### config.mk
export PLATFORM = sky130hd
export DESIGN_NAME = mac_rx_read_ctrl
export DESIGN_NICKNAME = d
export VERILOG_FILES = /design/src/rtl/mac_rx_read_ctrl.sv
export SDC_FILE = /design/constraint.sdc
export NUM_CORES = 1
export LEC_CHECK = 0
export CAP_MARGIN = 20
export CORE_UTILIZATION = 58
export DETAILED_ROUTE_END_ITERATION = 8
export PLACE_DENSITY = 0.88
export SYNTH_ARGS = -nofsm -noshare
export SYNTH_HDL_FRONTEND = slang
export SYNTH_SLANG_ARGS = --single-unit
### constraint.sdc
create_clock -name mac_clk_i -period 12.7 [get_ports mac_clk_i]
set_input_delay 2.54 -clock mac_clk_i [delete_from_list [all_inputs] [get_ports mac_clk_i]]
set_output_delay 2.54 -clock mac_clk_i [all_outputs]
set_load 0.01 [all_outputs]
### src/rtl/mac_rx_read_ctrl.sv
// MAC RX FIFO reader: pulls words from the MAC FIFO, frames them onto an
// AXI-stream master, truncates oversize/broken frames and keeps frame statistics.
module mac_rx_read_ctrl #(
    parameter int MAX_WORDS = 384
) (
    input  logic        mac_clk_i,
    input  logic        mac_rst_i,
    input  logic [31:0] mac_rxd_i,
    input  logic [1:0]  mac_ben_i,
    input  logic        mac_rxda_i,
    input  logic        mac_rxsop_i,
    input  logic        mac_rxeop_i,
    input  logic        mac_rxdv_i,
    output logic        mac_rxrqrd_o,
    output logic [31:0] m_tdata_o,
    output logic [3:0]  m_tkeep_o,
    output logic        m_tvalid_o,
    output logic        m_tlast_o,
    output logic        m_tuser_o,
    input  logic        m_tready_i,
    output logic [15:0] len_o,
    output logic        len_vld_o,
    output logic [15:0] frm_cnt_o,
    output logic [15:0] drop_cnt_o
);

    typedef enum logic [1:0] {IDLE, BODY, DROP} state_t;

    state_t      state;
    logic [31:0] data_mem [2];
    logic [3:0]  keep_mem [2];
    logic        last_mem [2];
    logic        user_mem [2];
    logic        wr_ptr;
    logic        rd_ptr;
    logic [1:0]  entries;
    logic        rd_pend_p0;
    logic [15:0] word_cnt;
    logic [15:0] len_q;
    logic        len_vld_q;
    logic [15:0] frm_cnt_q;
    logic [15:0] drop_cnt_q;

    logic        pop;
    logic [2:0]  used;
    logic        push;
    logic [3:0]  push_keep;
    logic        push_last;
    logic        push_user;
    logic        good_eop;
    logic        drop_inc;
    logic [15:0] eop_words;
    logic [15:0] word_cnt_nx;
    state_t      state_nx;

    function automatic logic [2:0] eop_bytes(input logic [1:0] ben);
        return (ben == 2'b00) ? 3'd4 : {1'b0, ben};
    endfunction

    function automatic logic [3:0] eop_keep(input logic [1:0] ben);
        case (ben)
            2'b01:   return 4'b0001;
            2'b10:   return 4'b0011;
            2'b11:   return 4'b0111;
            default: return 4'b1111;
        endcase
    endfunction

    function automatic logic [15:0] calc_len(input logic [15:0] words, input logic [1:0] ben);
        return {words[13:0] - 14'd1, 2'b00} + 16'(eop_bytes(ben));
    endfunction

    // A beat being popped this cycle frees its slot for the request made now,
    // which keeps one word per cycle flowing when the sink never stalls.
    assign m_tvalid_o   = !mac_rst_i && (entries != 2'd0);
    assign pop          = m_tvalid_o && m_tready_i;
    assign used         = {1'b0, entries} + {2'b00, rd_pend_p0} - {2'b00, pop};
    assign mac_rxrqrd_o = !mac_rst_i && mac_rxda_i && (used < 3'd2);

    assign m_tdata_o  = m_tvalid_o ? data_mem[rd_ptr] : 32'd0;
    assign m_tkeep_o  = m_tvalid_o ? keep_mem[rd_ptr] : 4'd0;
    assign m_tlast_o  = m_tvalid_o && last_mem[rd_ptr];
    assign m_tuser_o  = m_tvalid_o && user_mem[rd_ptr];
    assign len_o      = mac_rst_i ? 16'd0 : len_q;
    assign len_vld_o  = !mac_rst_i && len_vld_q;
    assign frm_cnt_o  = mac_rst_i ? 16'd0 : frm_cnt_q;
    assign drop_cnt_o = mac_rst_i ? 16'd0 : drop_cnt_q;

    always_comb begin
        push        = 1'b0;
        push_keep   = 4'b1111;
        push_last   = 1'b0;
        push_user   = 1'b0;
        good_eop    = 1'b0;
        drop_inc    = 1'b0;
        eop_words   = word_cnt;
        word_cnt_nx = word_cnt;
        state_nx    = state;
        if (mac_rxdv_i) begin
            case (state)
                IDLE: begin
                    if (mac_rxsop_i) begin
                        push = 1'b1;
                        if (mac_rxeop_i) begin
                            push_last = 1'b1;
                            push_keep = eop_keep(mac_ben_i);
                            good_eop  = 1'b1;
                            eop_words = 16'd1;
                        end else begin
                            word_cnt_nx = 16'd1;
                            state_nx    = BODY;
                        end
                    end
                end
                BODY: begin
                    push = 1'b1;
                    // A new sop or a word past the limit closes the frame as an error beat.
                    if (mac_rxsop_i || (word_cnt == 16'(MAX_WORDS))) begin
                        push_keep = 4'b0000;
                        push_last = 1'b1;
                        push_user = 1'b1;
                        drop_inc  = 1'b1;
                        state_nx  = mac_rxeop_i ? IDLE : DROP;
                    end else if (mac_rxeop_i) begin
                        push_last = 1'b1;
                        push_keep = eop_keep(mac_ben_i);
                        good_eop  = 1'b1;
                        eop_words = word_cnt + 16'd1;
                        state_nx  = IDLE;
                    end else begin
                        word_cnt_nx = word_cnt + 16'd1;
                    end
                end
                DROP: begin
                    if (mac_rxeop_i) begin
                        state_nx = IDLE;
                    end
                end
                default: state_nx = IDLE;
            endcase
        end
    end

    always_ff @(posedge mac_clk_i) begin
        if (mac_rst_i) begin
            state      <= IDLE;
            wr_ptr     <= 1'b0;
            rd_ptr     <= 1'b0;
            entries    <= 2'd0;
            rd_pend_p0 <= 1'b0;
            word_cnt   <= 16'd0;
            len_q      <= 16'd0;
            len_vld_q  <= 1'b0;
            frm_cnt_q  <= 16'd0;
            drop_cnt_q <= 16'd0;
        end else begin
            state      <= state_nx;
            word_cnt   <= word_cnt_nx;
            rd_pend_p0 <= mac_rxrqrd_o;
            len_vld_q  <= good_eop;
            if (good_eop) begin
                len_q     <= calc_len(eop_words, mac_ben_i);
                frm_cnt_q <= frm_cnt_q + 16'd1;
            end
            if (drop_inc) begin
                drop_cnt_q <= drop_cnt_q + 16'd1;
            end
            if (push) begin
                wr_ptr <= ~wr_ptr;
            end
            if (pop) begin
                rd_ptr <= ~rd_ptr;
            end
            entries <= entries + {1'b0, push} - {1'b0, pop};
        end
    end

    // Beat storage carries no reset; the output mux masks it while empty.
    always_ff @(posedge mac_clk_i) begin
        if (push && !mac_rst_i) begin
            data_mem[wr_ptr] <= mac_rxd_i;
            keep_mem[wr_ptr] <= push_keep;
            last_mem[wr_ptr] <= push_last;
            user_mem[wr_ptr] <= push_user;
        end
    end

endmodule

After elaboration in Yosys (flattened, before gate mapping)

Memory sizes are Yosys's and may differ from the RTL's. A register that Yosys moved wholly into a read port is not among the register bits.
Index checks and enable logic that the tools add are counted.
W data, S select, Z words.

Add/sub/neg operators: 9
Order comparisons: 1
Equality and inequality tests: 10
Muxes and demuxes: 53
Bitwise logic cells: 2
Reductions and logical operators: 16

Operators by type and width:

| cell                    | number |
|---|---|
| $mux W16                | 7 |
| $mux W14                | 5 |
| $add A16 B1 Y16 const B | 3 |
| $mux W32                | 1 |
| $pmux W16 S2            | 1 |
| $pmux W14 S2            | 1 |
| $mux W1                 | 21 |
| $mux W4                 | 5 |
| $add A16 B3 Y16         | 1 |
| $eq A16 B9 Y1 const B   | 1 |
| $sub A14 B1 Y14 const B | 1 |
| $pmux W4 S3             | 1 |
| $mux W2                 | 5 |
| $logic_and A1 B1 Y1     | 8 |
| $ne A2 B2 Y1 const B    | 4 |
| $pmux W4 S2             | 1 |
| $eq A2 B2 Y1 const B    | 3 |
| $pmux W1 S2             | 3 |
| $pmux W2 S3             | 1 |
| $reduce_and A6 Y1       | 1 |
| $eq A2 B1 Y1 const B    | 2 |
| $logic_not A2 Y1        | 2 |
| $reduce_bool A2 Y1      | 2 |
| $add A2 B1 Y3           | 1 |
| 9 further kinds         | 10 |

Bits in registers: 72
Bits in writable memories: 76
Input bits: 41
Output and inout bits: 89
Word-level logic and storage cells: 105
Memories: 4

Memories:

| name     | words | width | read ports | clocked after Yosys merged registers in | wr ports | line | source |
|---|---|---|---|---|---|---|---|
| data_mem | 2     | 32    | 1          | 1                                       | 1        | 30   | `logic [31:0] data_mem [2];` |
| keep_mem | 2     | 4     | 1          | 1                                       | 1        | 31   | `logic [3:0] keep_mem [2];` |
| last_mem | 2     | 1     | 1          | 1                                       | 1        | 32   | `logic last_mem [2];` |
| user_mem | 2     | 1     | 1          | 1                                       | 1        | 33   | `logic user_mem [2];` |

Depth between registers and ports, before layout

Gate-level depths: netlist of run 1.

Word-level depth: 7
Gate-level depth with buffers: 16
Gate-level depth less buffers: 15

Worst setup path after synthesis of run 1

OpenSTA, ideal clock, no wires.

Kind: input to output
Start point: in mac_rst_i
End point: out mac_rxrqrd_o
Arrival: 4.337 ns
Data required time: 10.160 ns
Path slack: 5.823 ns
Stages on the path: 8
Buffers on the path: 0
Cells stage by stage: or2_2 > inv_1 > and2_1 > ha_1 > nand2b_1 > fa_1 > xor2_1 > nor3_1

Cells in the longest elaborated chain, start to end: 6
Elaborated cells on any way between the ends: 7
Those cells by class: add/sub: 1; order compare: 1; reduce/logical: 5

RTL lines:

| item                | line | source |
|---|---|---|
| from (decl)         | 7    | `input logic mac_rst_i,` |
| $logic_not A1 Y1    | 75   | `assign m_tvalid_o = !mac_rst_i && (entries != 2'd0);` |
| $logic_and A1 B1 Y1 | 75   |  |
| net m_tvalid_o      | 17   | `output logic m_tvalid_o,` |
| $logic_and A1 B1 Y1 | 76   | `assign pop = m_tvalid_o && m_tready_i;` |
| net pop             | 44   | `logic pop;` |
| $sub A3 B1 Y3       | 77   | `assign used = {1'b0, entries} + {2'b00, rd_pend_p0} - {2'b00, pop};` |
| $lt A3 B2 Y1        | 78   | `assign mac_rxrqrd_o = !mac_rst_i && mac_rxda_i && (used < 3'd2);` |
| $logic_and A1 B1 Y1 | 78   |  |
| to (decl)           | 14   | `output logic mac_rxrqrd_o,` |

The timed path passes the listed nets, and every way through them passes these cells.

Worst setup path after layout of run 1

Start point: in mac_rst_i
End point: out mac_rxrqrd_o

Cells in the longest elaborated chain, start to end: 6
Elaborated cells on any way between the ends: 7
Those cells by class: add/sub: 1; order compare: 1; reduce/logical: 5

RTL lines:

| item                | line |
|---|---|
| $logic_not A1 Y1    | 75 |
| $logic_and A1 B1 Y1 | 75 |
| $logic_and A1 B1 Y1 | 76 |
| net pop             | 44 |
| $sub A3 B1 Y3       | 77 |
| $lt A3 B2 Y1        | 78 |
| $logic_and A1 B1 Y1 | 78 |

The timed path passes the listed nets, and every way through them passes these cells.

==> run metrics, run 1 <==
outcome=finished, final reports clean; sequential area share after synthesis=a little under 50%; Cells after DPL=1053; GRT overflow=0; commonest non-fill, non-tap cell in the layout=clkdlybuf4s50_1; antenna violations before repair=0; Final WS setup=4.10 ns; Hold Startpoint=len_q[2]$_SDFFE_PP0P_; r2r startpoint=word_cnt[0]$_SDFFE_PP0P_; global placer's final weighted congestion=roughly 0.88; Die ar.=around 14000 sq um; Synth Flop Type=edfxtp_1; # fillers=a little over 800; Slew Viols, Final=0; Crit path required time=between 10 and 15 ns; Power per Cell Area=around 120 nW/um^2; RSZ-0062 raised after global routing=false; die outline width=118 um; Synth-to-Final Area Change=25.3%; syn_area_per_cell=around 9.8 sq um; DP Area=9130 sq um; DR WL/cell=17.5 um; synth warn=0; final WL=19100 um; final period utilization=67.7%; largest net degree at the start of global routing=62; Critical Path Start=mac_rst_i; Unique masters post-synth=83; CTS tree=yes; share of cells above drive strength 1=about 8.0%; # diodes=0; CTS Hold Bufs=0; Mapped Nets=roughly 850; Critical Path Sink Type=output pin; Arrival @ worst endpoint=about 6.1 ns; clock slew at reported path FFs=roughly 0.06 ns; first-pass GRT wire length=31100 um; I/O pin count=130; via-per-instance ratio=between 5 and 6; TritonCTS Buffers=17; post-synth top area cell=edfxtp_1; Place WS=around 4.2 ns; achievable clock frequency=116 MHz; Port Buffers=129; detailed placement HPWL=13000 um; Critical Path Start Type=primary input; clock share of power=between 40 and 50%; worst slew pin tran=between 1 and 1.5 ns; Die Y=about 120 um; critical path class=primary input to output pin; Initial Util=about three fifths; CP Max Fanout=between 60 and 70; Yosys reg bits=149; design area=about 10000 sq um; peak supply drop=between 0.00007 and 0.00008 V; top cell type's share of synthesized area=roughly 29%; CTS Sinks=between 100 and 150; vias=about 6400; Max Cap Violations=0; part of the power in registers=between 40% and 50%; ys async rst share=0%; leak pwr=around 3.3 nW; vias in the first global route=6302; Clock Skew=0.00744 ns; drt pass-1 iters=6; HP Class=register to register; Resize count post-CTS=0; clk buf depth=2; clk_lat worst skew=about 0.43 ns; Sum Neg Setup Slack=0 ns; final net count=around 960; CTS Root Cell=clkbuf_16; Iter 0 DRT Violations=529; sw power=around 0.30 mW; Synth Cell Area=7770 sq um; gr usage total=between 20% and 30%; drc violations=0; endpoints failing setup=0; P_int=slightly below 0.9 mW; Tot Pwr=about 1.2 mW; H-tree levels=4; core box area=between 10000 and 15000 sq um; row cnt=just over 40; fin cells=between 1000 and 1500; most frequent cells in the layout=128 x clkdlybuf4s50_1, 115 x nor2_1, 76 x edfxtp_1, 72 x dfxtp_1, 60 x nand2_1; Mapped Cells=between 700 and 800; postcts setup bufs=0; Detail Route Antenna Nets=0; Final Hold Viols=0; Comb pwr share=around 14%; Final min period=8.60 ns; ranking of synthesized cells by area=edfxtp_1 29%, dfxtp_1 19%, nor2_1 5.6%, mux2i_1 5.2%, nor2b_1 4.6%; switch share=between 20 and 30%; worst rel slew slack=between 20% and 30%; Post-synth EDFFs=between 70 and 80
[registers in the layout, summed over array words and instances (netlist names), named ones only]
signal      cells
data_mem       64
entries         2
keep_mem        8
word_cnt       16
user_mem        2
frm_cnt_q      16
rd_ptr          1
len_vld_q       1
state           2
rd_pend_p0      1
len_q          16
wr_ptr          1
drop_cnt_q     16
last_mem        2
[cell usage after synthesis (all sizes together), types with 2 or more instances]
master and n:
inv 14, clkbuf 29, a2111o 2, nand2b 8, a211oi 12, and4bb 2
and4 6, xnor2 24, a31oi 6, o31a 2, or2 6, a311oi 3
mux2i 40, nand3b 3, nand3 23, or3 12, clkinv 2, buf 14
o21ai 21, nor3 16, a2bb2oi 4, nor3b 3, nor2b 57, dfxtp 73
edfxtp 76, and3 12, a21o 4, o22ai 2, a22oi 4, nand2 60
xor2 32, o41ai 2, nand4 16, nor4 5, and2 7, nor4b 4
ha 13, nor2 117, a21oi 35, o211ai 2
[per-layer routing]
layer / vias to the layer above / GRT usage [%] / wire length, um
li1: 3034 / - / -
met1: 3040 / 34.4 / 7980
met2: 252 / 49.2 / 9670
met3: 36 / 5.38 / 1090
met4: 0 / 10.6 / 355
met5: - / 0 / 0
[kinds of logic (layout without fill, tap and decap cells)]
logic type | count (synthesis) | count (layout) | share of synthesized area [%]
fa+ha+maj | 14 | 14 | 2.35
buf+inv | 59 | 185 | 3.25
simple gates | 361 | 361 | 25.1
flops | 149 | 149 | 48.2
mux | 40 | 40 | 5.15
compound gates | 111 | 111 | 9.71
xor+xnor | 56 | 56 | 6.31
[layout make-up]
type                    count  area [sq um]  area share, %
clock buffers              17           425           4.37
clock inverters            15           145           1.49
inverters                  16          60.1          0.617
multi-input cells         582          3790           38.9
flip-flops and latches    149          3740           38.5
well taps                 172           215           2.21
repair buffers            137          1360           14.0
[critical path, cell delays in order]
cell and delay (ns):
buf_4 0.51, or2_2 0.71, inv_1 0.18, and2_1 0.25, ha_1 0.27, nand2b_1 0.16
fa_1 0.39, xor2_1 0.17, nor3_1 0.25, clkdlybuf4s50_1 0.58
[power groups by stage]
| stage | Clock, mW | Combinational, mW | Sequential [mW] |
|---|---|---|---|
| finish | 0.484 | 0.162 | 0.527 |
| global route | 0.507 | 0.174 | 0.528 |
| CTS | 0.490 | 0.155 | 0.532 |
| detailed placement | 0 | 0.153 | 0.542 |
| global placement | 0 | 0.148 | 0.541 |
| floorplan | 0 | 0.0966 | 0.534 |
[through the flow]
step                hold slack, ns  utilization, %
global route                 0.481            75.9
detailed placement           0.448            71.2
global placement             0.439            71.2
CTS                          0.457            75.7
finish                       0.456            75.9
floorplan                    0.427               -
[final timing paths]
path	endpoint	slack [ns]	cells after the start
max	mac_rxrqrd_o	4.10	10
min	len_q[2]$_SDFFE_PP0P_	0.46	2
max reg2reg	len_q[15]$_SDFFE_PP0P_	8.41	15
min reg2reg	len_q[2]$_SDFFE_PP0P_	0.46	2
Note: power is estimated with default switching activity, not from simulation.
==> inputs of run 2 (changes only) <==
--- a/config.mk
+++ b/config.mk
@@ -6,9 +6,9 @@
 export NUM_CORES = 1
 export LEC_CHECK = 0
 export CAP_MARGIN = 20
-export CORE_UTILIZATION = 58
+export CORE_UTILIZATION = 54
 export DETAILED_ROUTE_END_ITERATION = 8
-export PLACE_DENSITY = 0.88
+export PLACE_DENSITY = 0.83
 export SYNTH_ARGS = -nofsm -noshare
 export SYNTH_HDL_FRONTEND = slang
 export SYNTH_SLANG_ARGS = --single-unit
==> constraint.sdc (replaced) <==
create_clock -name mac_clk_i -period 8.68 [get_ports mac_clk_i]
set_input_delay 1.736 -clock mac_clk_i [delete_from_list [all_inputs] [get_ports mac_clk_i]]
set_output_delay 1.736 -clock mac_clk_i [all_outputs]
set_load 0.01 [all_outputs]
==> run metrics, run 2 (synthesis gave the netlist of run 1 again) <==
final WL=17900 um (was 19100 um); Crit path required time=6.94 ns (was 10.16 ns); I/O pin count=130 (unchanged); peak supply drop=0.000148 V (was 0.0000701 V); Initial Util=55.8% (was 60.6%); Reg2Reg Setup Slack=4.36 ns (was 8.41 ns); H-tree levels=4 (unchanged); drc violations=0 (unchanged); design area=9720 sq um (was 9740 sq um); HP Class=register to register (unchanged); via-per-instance ratio=5.71 (was 5.85); most frequent cells in the layout=128 x clkdlybuf4s50_1, 115 x nor2_1, 76 x edfxtp_1, 72 x dfxtp_1, 60 x nand2_1 (unchanged); Reg2Reg Depth=15 (unchanged); share of cells above drive strength 1=7.76% (was 7.97%); final worst hold slack=0.453 ns (was 0.456 ns); Port Buffers=129 (unchanged); DP Area=9160 sq um (was 9130 sq um); Detail Route Antenna Nets=0 (unchanged); highest routed layer=met4 (unchanged); Sum Neg Setup Slack=0 ns (unchanged); worst rel slew slack=37.8% (was 26.5%); row cnt=43 (was 41); CP Max Fanout=63 (was 61); r2r startpoint=word_cnt[0]$_SDFFE_PP0P_ (unchanged); vias in the first global route=5799 (was 6302); # diodes=0 (unchanged); GRT overflow=0 (unchanged); Iter 0 DRT Violations=505 (was 529); # fillers=1039 (was 830); clk buf depth=2 (unchanged); core box area=13900 sq um (was 12800 sq um); final period utilization=between 70 and 80%; Max Cap Violations=0 (unchanged); Largest Register=data_mem (unchanged); Setup crit end=mac_rxrqrd_o (unchanged); worst slew pin tran=0.933 ns (was 1.10 ns); Worst R2R End=len_q[15]$_SDFFE_PP0P_ (unchanged); Clock Skew=0.00964 ns (was 0.00744 ns); outcome=finished, final reports clean (unchanged); gr usage total=24.6% (was 28.2%); metal2 WL=8740 um (was 9670 um); Critical Path Sink Type=output pin (unchanged); wl on met1=7780 um (was 7980 um); TritonCTS Buffers=17 (unchanged); postcts setup bufs=0 (unchanged); Power per Cell Area=174 nW/um^2 (was 120 nW/um^2); critical path class=primary input to output pin (unchanged); Final Hold Viols=0 (unchanged); RSZ-0062 raised after global routing=false (unchanged); CTS tree=yes (unchanged); clk_lat worst skew=0.43 ns (about the same); CTS Root Cell=clkbuf_16 (unchanged); Die ar.=14900 sq um (was 13900 sq um); die outline width=122 um (was 118 um); Tot Pwr=1.69 mW (was 1.17 mW); Final min period=6.92 ns; antenna violations before repair=0 (unchanged); WL met3=1140 um (was 1090 um); Critical Path Start=mac_rst_i (unchanged); final net count=957 (was 958); max reg flops=64 (unchanged); Synth-to-Final Area Change=25.0% (was 25.3%); detailed placement HPWL=12100 um (was 13000 um); vias=6250 (was 6362); CP max stage cell=or2_2 (unchanged); Arrival @ worst endpoint=5.19 ns (was 6.06 ns); endpoints failing setup=0 (unchanged); global placer's final weighted congestion=0.932 (was 0.880); crit-path cells=buf_4 > or2_2 > inv_1 > and2_1 > ha_1 > nand2b_1 > fa_1 > xor2_1 > nor3_1 > clkdlybuf4s50_1 (unchanged); achievable clock frequency=144 MHz; Resize count post-CTS=0 (unchanged); Die Y=122 um (was 118 um); leak pwr=3.35 nW (about the same); largest net degree at the start of global routing=64 (was 62); CTS Hold Bufs=0 (unchanged); Slew Viols, Final=0 (unchanged); WHS Path Cells=2 (unchanged); clock slew at reported path FFs=0.07 ns (was 0.06 ns); CTS Sinks=149 (unchanged); first-pass GRT wire length=28200 um (was 31100 um); Largest stage delay, worst path=0.68 ns (was 0.71 ns); commonest non-fill, non-tap cell in the layout=clkdlybuf4s50_1 (unchanged); Critical Path Start Type=primary input (unchanged); DR WL/cell=16.4 um (was 17.5 um); drt pass-1 iters=6 (unchanged)
==> run 2: cell types whose count changed in the layout (fill, tap and decap cells not counted), sizes merged <==
cell,delta
buf,-1
clkbuf,+1
clkinvlp,-3
clkinv,+2
inv,+1
bufinv,-1
==> run 2: worst max-delay path, delay by kind of cell <==
| kind | cells | cell delay, ns |
|---|---|---|
| buffers and inverters | 3 | 1.25 |
| adders and majority gates | 2 | 0.66 |
| xor gates and xnor gates | 1 | 0.17 |
| and+or+nand+nor | 4 | 1.33 |
==> run 2: metal layers <==
metal	track usage, %	vias to the layer above
met5	0	-
met4	9.95	0
met3	5.62	27
met2	40.9	216
met1	30.9	2990
li1	-	3017
==> run 2: how the worst min path moves through the flow <==
stage	to	startpoint
floorplan	len_q[2]$_SDFFE_PP0P_	len_q[2]$_SDFFE_PP0P_
global placement	len_q[0]$_SDFFE_PP0P_	len_q[0]$_SDFFE_PP0P_
detailed placement	len_q[3]$_SDFFE_PP0P_	len_q[3]$_SDFFE_PP0P_
CTS	len_q[3]$_SDFFE_PP0P_	len_q[3]$_SDFFE_PP0P_
global route	len_q[3]$_SDFFE_PP0P_	len_q[3]$_SDFFE_PP0P_
finish	len_q[3]$_SDFFE_PP0P_	len_q[3]$_SDFFE_PP0P_
==> run 2: cell type report <==
type	count	area, sq um	area share (%)
clock buffer	18	429	4.42
clock inverter	14	118	1.21
inverter	16	60.1	0.618
multi-input combinational	582	3790	39.0
sequential	149	3740	38.5
tap	180	225	2.32
timing repair buffer	136	1360	14.0
==> run 2: report_power, final <==
group | switching (mW) | internal (mW)
logic | 0.119 | 0.112
clock network | 0.310 | 0.373
registers | 0.0141 | 0.760
total | 0.442 | 1.25
==> run 2: stage by stage <==
stage,setup WS [ns],cells,util [%]
after CTS,1.73,1093,69.7
after floorplan,2.99,790,-
after global routing,1.50,1095,69.7
after global placement,1.92,1060,65.6
after detailed placement,1.81,1061,65.8
final,1.76,1095,69.7
==> inputs of run 3 (changes only) <==
--- a/config.mk
+++ b/config.mk
@@ -6,9 +6,9 @@
 export NUM_CORES = 1
 export LEC_CHECK = 0
 export CAP_MARGIN = 20
-export CORE_UTILIZATION = 54
+export CORE_UTILIZATION = 49
 export DETAILED_ROUTE_END_ITERATION = 8
-export PLACE_DENSITY = 0.83
+export PLACE_DENSITY = 0.79
 export SYNTH_ARGS = -nofsm -noshare
 export SYNTH_HDL_FRONTEND = slang
 export SYNTH_SLANG_ARGS = --single-unit
==> constraint.sdc (replaced) <==
create_clock -name mac_clk_i -period 5.7 [get_ports mac_clk_i]
set_input_delay 1.14 -clock mac_clk_i [delete_from_list [all_inputs] [get_ports mac_clk_i]]
set_output_delay 1.14 -clock mac_clk_i [all_outputs]
set_load 0.01 [all_outputs]
==> run metrics, run 3 (synthesis gave the netlist of run 1 again) <==
Sum Neg Setup Slack=0 ns (unchanged); core box area=15300 sq um (was 13900 sq um); Largest Register=data_mem (unchanged); final net count=961 (was 957); CTS Root Cell=clkbuf_16 (unchanged); Final min period=4.86 ns; max reg flops=64 (unchanged); Max Cap Violations=0 (unchanged); Critical Path Start=mac_rst_i (unchanged); global placer's final weighted congestion=0.886 (was 0.932); area occupied by multi-input gates=3790 sq um (unchanged); Final Hold Viols=0 (unchanged); leak pwr=3.42 nW (was 3.35 nW); gr usage total=22.6% (was 24.6%); drc violations=0 (unchanged); final WL=18100 um (was 17900 um); H-tree levels=4 (unchanged); critical path class=primary input to output pin (unchanged); Clock Skew=0.00755 ns (was 0.00964 ns); HP Class=register to register (unchanged); share of cells above drive strength 1=8.16% (was 7.76%); outcome=finished, final reports clean (unchanged); achievable clock frequency=206 MHz; first-pass GRT wire length=29000 um (was 28200 um); Detail Route Antenna Nets=0 (unchanged); Critical Path Sink Type=output pin (unchanged); Arrival @ worst endpoint=3.72 ns (was 5.19 ns); Power per Cell Area=281 nW/um^2 (was 174 nW/um^2); CTS tree=yes (unchanged); drt pass-1 iters=5 (was 6); CP max stage cell=clkdlybuf4s50_1 (was or2_2); final period utilization=between 80% and 90%; Synth-to-Final Area Change=27.3% (was 25.0%); RSZ-0062 raised after global routing=false (unchanged); Slew Viols, Final=0 (unchanged); via-per-instance ratio=5.52 (was 5.71); Cells after DPL=1097 (was 1061); Hold Startpoint=len_q[1]$_SDFFE_PP0P_ (was len_q[3]$_SDFFE_PP0P_); endpoints failing setup=0 (unchanged); DR WL/cell=16.0 um (was 16.4 um); row cnt=45 (was 43); CTS Sinks=149 (unchanged); Port Buffers=129 (unchanged); vias in the first global route=5911 (was 5799); clk buf depth=2 (unchanged); Largest stage delay, worst path=0.58 ns (was 0.68 ns); detailed placement HPWL=12500 um (was 12100 um); vias=6233 (was 6250); r2r startpoint=word_cnt[0]$_SDFFE_PP0P_ (unchanged); die outline width=128 um (was 122 um); commonest non-fill, non-tap cell in the layout=clkdlybuf4s50_1 (unchanged); TritonCTS Buffers=17 (unchanged); fin cells=1130 (was 1095); antenna violations before repair=0 (unchanged); CP Max Fanout=42 (was 63); # fillers=1243 (was 1039); postcts setup bufs=0 (unchanged); Crit path required time=4.56 ns (was 6.94 ns); clock slew at reported path FFs=0.06 ns (was 0.07 ns); Critical Path Start Type=primary input (unchanged); worst rel slew slack=41.0% (was 37.8%); largest net degree at the start of global routing=79 (was 64); worst slew pin tran=0.886 ns (was 0.933 ns); Iter 0 DRT Violations=451 (was 505); Register Area=3740 sq um (unchanged); crit-path cells=buf_4 > or2_2 > inv_1 > and2_1 > ha_1 > nand2b_1 > fa_1 > xor2_1 > nor3_1 > clkdlybuf4s50_1 (unchanged); CTS Hold Bufs=0 (unchanged); most frequent cells in the layout=128 x clkdlybuf4s50_1, 115 x nor2_1, 76 x edfxtp_1, 72 x dfxtp_1, 60 x nand2_1 (unchanged); Initial Util=50.8% (was 55.8%); Die ar.=16400 sq um (was 14900 sq um); Die Y=128 um (was 122 um); Resize count post-CTS=0 (unchanged); clk_lat worst skew=0.42 ns (was 0.43 ns); # diodes=0 (unchanged); peak supply drop=0.000168 V (was 0.000148 V); I/O pin count=130 (unchanged); GRT overflow=0 (unchanged)
==> run 3: changes by cell type in the layout (fill, tap and decap cells not counted), sizes merged <==
cell,before,now
buf,8,12
bufinv,0,5
clkbuf,18,22
clkinv,6,4
clkinvlp,3,1
inv,21,16
==> run 3: cell type report <==
type | instances | share of cell area, %
Clock buffer | 22 | 4.79
Clock inverter | 10 | 1.95
Inverter | 16 | 0.607
Multi-Input combinational cell | 582 | 38.3
Sequential cell | 149 | 37.9
Tap cell | 211 | 2.67
Timing Repair Buffer | 140 | 13.8
==> run 3: power by group <==
group	internal, mW	switching, mW
registers	1.16	0.0140
clock network	0.817	0.434
logic	0.171	0.187
total	2.14	0.635
==> run 3: per-stage QoR <==
step           worst slack [ns]  hold WS, ns  area (sq um)  util [%]  power, mW
4_1_cts                   0.833        0.457          9890      64.6       2.80
3_5_place_dp              0.575        0.448          9220      60.2       1.55
6_report                  0.842        0.455          9890      64.6       2.78
3_3_place_gp              0.709        0.436          9220      60.2       1.54
5_1_grt                   0.660        0.494          9890      64.6       2.89
2_1_floorplan             0.611        0.427          7770         -       1.41
==> run 3: path summary, 6_finish.rpt <==
kind	slack [ns]	cells after the start	endpoint
max	0.84	10	mac_rxrqrd_o
min	0.45	2	len_q[1]$_SDFFE_PP0P_
max reg2reg	1.33	15	len_q[15]$_SDFFE_PP0P_
min reg2reg	0.45	2	len_q[1]$_SDFFE_PP0P_
==> run 3: per-layer routing <==
layer	up-vias	part of all wire (%)	track usage, %
met4	0	1.8	7.54
met5	-	0	0
met3	28	6.2	5.88
met1	2974	44	28.0
li1	3043	-	-
met2	188	48	38.4
==> run 3: critical path, delay by kind of cell <==
family                   cells  cell delay (ns)
adder cells (fa/ha/maj)      2             0.63
AND/OR/NAND/NOR              4             0.88
buffers and inverters        3             0.89
XOR/XNOR                     1             0.17
